File: src/rtl/display_scan_ctrl.sv
// Scan controller for a 4-digit multiplexed 7-segment display: one-hot digit
// rotation, double-buffered BCD word and active-low anodes with leading-zero blanking.
module display_scan_ctrl #(
    parameter int REFRESH_DIV   = 27000,
    parameter bit BLANK_LEADING = 1'b1
) (
    input  logic        clk,
    input  logic        rst,
    input  logic [15:0] bcd_in,
    input  logic        load,
    output logic [15:0] active_bcd,
    output logic [3:0]  digit_sel,
    output logic [3:0]  anodes_n,
    output logic        pending,
    output logic        frame_done,
    output logic        bcd_err
);

    localparam int            CW       = (REFRESH_DIV > 1) ? $clog2(REFRESH_DIV) : 1;
    localparam logic [CW-1:0] CNT_LAST = CW'(REFRESH_DIV - 1);

    logic [CW-1:0] refresh_cnt;
    logic [15:0]   shadow;
    logic          tick;
    logic          wrap;
    logic          load_ok;
    logic          zero3;
    logic          zero32;
    logic          zero321;
    logic [3:0]    blank;

    assign tick    = (refresh_cnt == CNT_LAST);
    assign wrap    = tick && (digit_sel == 4'b1000);
    assign load_ok = (bcd_in[3:0]   <= 4'd9) && (bcd_in[7:4]   <= 4'd9) &&
                     (bcd_in[11:8]  <= 4'd9) && (bcd_in[15:12] <= 4'd9);

    always_ff @(posedge clk) begin
        if (rst || tick) begin
            refresh_cnt <= '0;
        end else begin
            refresh_cnt <= refresh_cnt + CW'(1);
        end
    end

    // Any non-one-hot value falls into default and is forced back to the units digit.
    always_ff @(posedge clk) begin
        if (rst) begin
            digit_sel <= 4'b0001;
        end else begin
            case (digit_sel)
                4'b0001: digit_sel <= tick ? 4'b0010 : 4'b0001;
                4'b0010: digit_sel <= tick ? 4'b0100 : 4'b0010;
                4'b0100: digit_sel <= tick ? 4'b1000 : 4'b0100;
                4'b1000: digit_sel <= tick ? 4'b0001 : 4'b1000;
                default: digit_sel <= 4'b0001;
            endcase
        end
    end

    // A load landing on the wrap still refills the shadow, so pending stays set.
    always_ff @(posedge clk) begin
        if (rst) begin
            shadow     <= '0;
            active_bcd <= '0;
            pending    <= 1'b0;
            frame_done <= 1'b0;
            bcd_err    <= 1'b0;
        end else begin
            frame_done <= wrap;
            bcd_err    <= load && !load_ok;
            if (load && load_ok) begin
                shadow <= bcd_in;
            end
            if (wrap && pending) begin
                active_bcd <= shadow;
            end
            if (load && load_ok) begin
                pending <= 1'b1;
            end else if (wrap) begin
                pending <= 1'b0;
            end
        end
    end

    assign zero3   = (active_bcd[15:12] == 4'd0);
    assign zero32  = zero3  && (active_bcd[11:8] == 4'd0);
    assign zero321 = zero32 && (active_bcd[7:4]  == 4'd0);

    always_comb begin
        blank = 4'b0000;
        if (BLANK_LEADING) begin
            blank = {zero3, zero32, zero321, 1'b0};
        end
        anodes_n = ~digit_sel | (digit_sel & blank);
    end

endmodule

File: config.mk
export PLATFORM = sky130hd
export DESIGN_NAME = display_scan_ctrl
export DESIGN_NICKNAME = d
export VERILOG_FILES = /design/src/rtl/display_scan_ctrl.sv
export SDC_FILE = /design/constraint.sdc
export NUM_CORES = 1
export LEC_CHECK = 0
export BUFFER_PORTS_ARGS = -buffer_cell sky130_fd_sc_hd__clkbuf_2
export CAP_MARGIN = 10
export CORE_MARGIN = 2
export CORE_UTILIZATION = 41
export DETAILED_ROUTE_END_ITERATION = 8
export MAX_ROUTING_LAYER = met4
export SLEW_MARGIN = 20
export SYNTH_ARGS = -nofsm -noshare
export SYNTH_HDL_FRONTEND = slang
export SYNTH_SLANG_ARGS = --single-unit
File: constraint.sdc
create_clock -name clk -period 5.1 [get_ports clk]
set_clock_uncertainty 0.1 [all_clocks]
set_input_delay 0.255 -clock clk [delete_from_list [all_inputs] [get_ports clk]]
set_output_delay 0.255 -clock clk [all_outputs]
set_load 0.1 [all_outputs]
Word level (Yosys, flattened, before mapping)
Index checks and enable logic that the tools add are counted.

storage, ports and cells
  register bits = 54
  bits in latches = 0
  RAM bits = 0
  ROM bits = 0
  input port bits = 19
  output and inout bits = 27
  word-level logic and storage cells = 42
  memories = 0

cells by class
  add/sub/neg operators = 1
  multipliers = 0
  divide/modulo/power cells = 0
  magnitude comparators = 4
  equality and inequality tests = 5
  shift-type cells = 0
  muxes and demuxes = 7
  bitwise operators = 3
  reductions and logical operators = 15

operators with widths
  operator                                       count
  <= comparator 4 bit, second input constant     4
  case mux 4 bit (4 select lines)                1
  adder 15 x 1 -> 15 bit, second input constant  1
  == test 15 bit, second input constant          1
  zero test 4 bit                                3
  logical AND 1 bit                              9
  2-to-1 mux 4 bit                               2
  bitwise AND 4 bit                              1
  == test 4 x 1 -> 1 bit, second input constant  1
  == test 4 x 2 -> 1 bit, second input constant  1
  == test 4 x 3 -> 1 bit, second input constant  1
  == test 4 bit, second input constant           1
  inverter 4 bit                                 1
  bitwise OR 4 bit                               1
  2-to-1 mux 3 bit                               1
  2-to-1 mux 1 bit                               2
  2-to-1 mux 2 bit                               1
  nonzero test 2 bit                             1
  zero test 1 bit                                1
  logical OR 1 bit                               1

Depth between registers and ports, before layout
  word-level depth = 6
  depth in mapped cells = 7
  mapped depth without buffers = 5

Worst setup path after synthesis
Ideal clock, no wire load.

  path type = reg2out
  start = reg active_bcd[4]
  end = out anodes_n[1]
  arrival = 3378 ps
  required time = 4745 ps
  path slack = 1367 ps
  cell stages (with the launch flop) = 3
  path buffers = 0
  cells stage by stage = dfxtp_1 or4_1 o21ai_0

on the way
  longest elaborated chain between the ends = 4

RTL lines
  what                      line  RTL
  start: declaration        11    output logic [15:0] active_bcd,
  start signal: assignment  75    active_bcd <= shadow;
  zero test 4 bit           87    assign zero321 = zero32 && (active_bcd[7:4] == 4'd0);
  logical AND 1 bit         87
  bitwise AND 4 bit         94    anodes_n = ~digit_sel | (digit_sel & blank);
  bitwise OR 4 bit          94
  end: declaration          13    output logic [3:0] anodes_n,

No other way between the ends.

Worst setup path in the final report
  start = reg refresh_cnt[0]
  end = reg digit_sel[3]

on the way
  longest elaborated chain between the ends = 3
  elaborated cells between the ends (all ways) = 4
  classes of those cells = 1 x eq/ne; 3 x mux

RTL lines
  what                                        line    RTL
  start: declaration                          22      logic [CW-1:0] refresh_cnt;
  start signal: assignment                    41      refresh_cnt <= refresh_cnt + CW'(1);
  == test 15 bit *                            32      assign tick = (refresh_cnt == CNT_LAST);
  2-to-1 mux 4 bit, on equally long branches  54, 53
  case mux 4 bit (4 select lines) *           50      case (digit_sel)
  end signal: assignment                      51      4'b0001: digit_sel <= tick ? 4'b0010 : 4'b0001;
  end signal: assignment                      52      4'b0010: digit_sel <= tick ? 4'b0100 : 4'b0010;
  end signal: assignment                      54      4'b1000: digit_sel <= tick ? 4'b0001 : 4'b1000;
  end: declaration                            12      output logic [3:0] digit_sel,

Mark *: on every way between the ends. The rest lies on a longest branch, timed or not.
A chain may end at the register's enable or synchronous reset.

==> results by group <==
Global route
  • Congestion Overflow GR: 0
  • Largest net degree at the start of global routing: 57
  • First-pass GRT wire length: 7910 µm
  • GR Util All Layers: 16.1%
  • Number of global-route vias before repair: 1,682
  • Initial antenna violation count: 0

Synthesis
  • Main synth FF type: dfxtp_1
  • Yosys reg bits: 54
  • EDFF count, synth: 0
  • Synth async-reset ratio: 0%
  • Post-synthesis sequential area ratio: 45.1%
  • Gate Count Post-Synth: 247
  • Mapped Avg Cell Area: 9.71 µm²
  • Distinct cell type count after synthesis: 34
  • Syn. warnings: 0
  • Cell area after synthesis: 2400 µm²
  • Synth Net Count: 267

Setup path
  • Setup CP Type: reg -> reg
  • Maximum fanout along the worst path: 8
  • Worst path max stage delay: 580 ps
  • Crit-path cells: ha_1 > nand4bb_1 > or4_1 > or3b_1 > a2111oi_2
  • Critical R2R Capture: digit_sel[3]
  • Reg2reg setup slack: 2740 ps
  • R2r worst-path depth: 5
  • Critical Path Source Type: register
  • CP Capture Type: register
  • Critical Path AT: 2460 ps
  • CP max stage cell: or4_1
  • CP required: 5200 ps
  • Worst R2R Start: refresh_cnt[0]

Power
  • Combinational share of power: 6.5%
  • Peak VDD IR: 0.000132 V
  • Sw Share: 22.9%
  • Leakage power: 1.13 nW
  • Pwr Density: 256 nW/µm²
  • Clock power frac: 32.4%
  • Int Pwr: 0.545 mW
  • P_sw: 0.162 mW
  • Total Power: 0.707 mW
  • Seq pwr share: 61.1%

Timing
  • Hold Violations, Final: 0
  • RSZ-0062 raised after global routing: false
  • Period utilization: 46.3%
  • Worst Tran Pin Value: 787 ps
  • Max Clk Rate: 0.423 GHz
  • Relative slew slack: 47.5%
  • Post-layout min period: 2360 ps
  • Final setup vio count: 0
  • TNS Setup: 0 ps
  • Final Max Tran Viols: 0

Drt
  • Vias: 1,808
  • Detailed-route wire length per cell: 12.9 µm
  • Routed Wire Length: 4670 µm
  • Final antenna-violating net count: 0
  • Starting DRT DRC Count: 73
  • DR pass1 iterations: 4
  • DRC errors left: 0
  • DR vias/cell: 5.01

Die
  • Initial Util: 43.0%
  • I/O pin count: 46
  • Core area: 5570 µm²
  • Vert. Die Dim: 80.5 µm
  • Chip width: 80.5 µm
  • Die area: 6480 µm²
  • # rows: 27

Finish
  • Nets: 308
  • Share of cells above drive strength 1: 19.7%
  • Layout Area Growth over Synthesis: 15.1%
  • Most common cell after layout, fill and taps aside: dfxtp_1
  • Most frequent cells in the layout: dfxtp_1 (54), nand2b_1 (50), clkbuf_2 (45)
  • Antenna Cells: 0

Run
  • Max Cap Viol: 0

Place
  • Input/output buffers: 45
  • Gpl congestion: 0.831
  • DP HPWL: 3290 µm

Hold path
  • Min-delay src: bcd_in[12]
  • Hold Path Class: in -> reg
  • Min-Delay Path Depth: 3
  • Hold EP: shadow[12]

Outcome
  • Status: completed

CTS
  • Longest Clk Path Bufs: 2
  • Hold Buf Count CTS: 0
  • H-tree depth: 2
  • Clock Latency Late Sink: 300 ps
  • # resized after CTS: 0
  • CTS root buf: clkbuf_8
  • Clk pin slew, worst setup/hold paths: 90 ps
  • CTS Buf Count: 5
  • CTS tree: yes
  • Setup bufs post-CTS: 0
  • Clock sinks: 54
-- registers in the layout, summed over array words and instances (netlist names) --
signal,count
shadow,16
refresh_cnt,15
digit_sel,4
active_bcd,16
pending,1
frame_done,1
bcd_err,1
-- how the worst max path moves through the flow --
| stage | from | to | slack (ps) | cells after the start |
|---|---|---|---|---|
| after floorplan | active_bcd[4] | anodes_n[1] | 1370 | 2 |
| after global routing | refresh_cnt[0] | digit_sel[3] | 2580 | 5 |
| after detailed placement | refresh_cnt[0] | digit_sel[3] | 2750 | 5 |
| after global placement | refresh_cnt[0] | digit_sel[3] | 2760 | 5 |
| final | refresh_cnt[0] | digit_sel[3] | 2740 | 5 |
| after CTS | refresh_cnt[0] | digit_sel[3] | 2730 | 5 |
-- cell families after synthesis --
| group | Yosys count | share of synthesized area [%] |
|---|---|---|
| adder cells (fa/ha/maj) | 1 | 0.522 |
| buffers and inverters | 15 | 2.56 |
| flip-flops | 54 | 45.1 |
| XOR/XNOR | 13 | 4.75 |
| multiplexers | 34 | 14.2 |
| AO/OA/AOI/OAI | 11 | 2.97 |
| AND/OR/NAND/NOR | 119 | 29.9 |
-- Yosys cell counts, types with 2 or more instances --
library cell,instances,area share [%]
mux2i_1,34,14
nor2b_1,3,0.78
nand2_1,9,1.4
nor2_1,19,3.0
buf_2,4,0.83
or4bb_1,2,0.94
nand4bb_1,2,0.94
nor4_1,6,1.6
o21ai_0,7,1.5
nand3_1,4,0.83
nand4b_1,2,0.73
nand4_1,6,1.6
or4_1,2,0.63
nor3_1,3,0.63
xor2_1,7,2.6
xnor2_1,6,2.2
clkbuf_1,7,1.1
inv_1,4,0.63
and4_1,3,1.1
dfxtp_1,54,45
nand2b_1,50,13
-- cell type report --
type	count	area, µm²
well taps	72	90.1
multi-input cells	178	1260
repair buffers	45	225
inverters	4	15.0
clock inverters	2	13.8
fillers	556	2810
clock buffers	6	72.6
flip-flops and latches	54	1080
-- metal layers --
metal | global-route usage (%) | wire, µm | vias up
met5 | - | 0 | -
met4 | 4.07 | 46 | 0
met3 | 4.83 | 209 | 5
met2 | 24.1 | 2170 | 40
met1 | 21.4 | 2250 | 832
li1 | - | - | 931
-- power groups by stage --
| stage | clock, mW | combinational [mW] | sequential (mW) |
|---|---|---|---|
| final | 0.229 | 0.0459 | 0.432 |
| after global routing | 0.257 | 0.0514 | 0.433 |
| after CTS | 0.241 | 0.0466 | 0.432 |
| after detailed placement | 0 | 0.0465 | 0.442 |
| after global placement | 0 | 0.0462 | 0.442 |
| after floorplan | 0 | 0.0264 | 0.447 |
-- stage by stage --
step	cells	cell area [µm²]	setup WS (ps)	hold WS, ps	util, %
finish	361	2760	2740	83.4	49.5
detailed placement	353	2670	2750	374	47.9
CTS	361	2760	2730	73.5	49.5
global placement	353	2670	2760	362	47.9
floorplan	247	2400	1370	309	-
global route	361	2760	2580	72.5	49.5
-- critical path: cells and delay by family, from the launching register on --
family                   cells  cell delay [ps]
adder cells (fa/ha/maj)      1              290
flip-flops                   1              400
AND/OR/NAND/NOR              3             1130
AO/OA/AOI/OAI                1              340
Note: power is estimated with default switching activity, not from simulation.
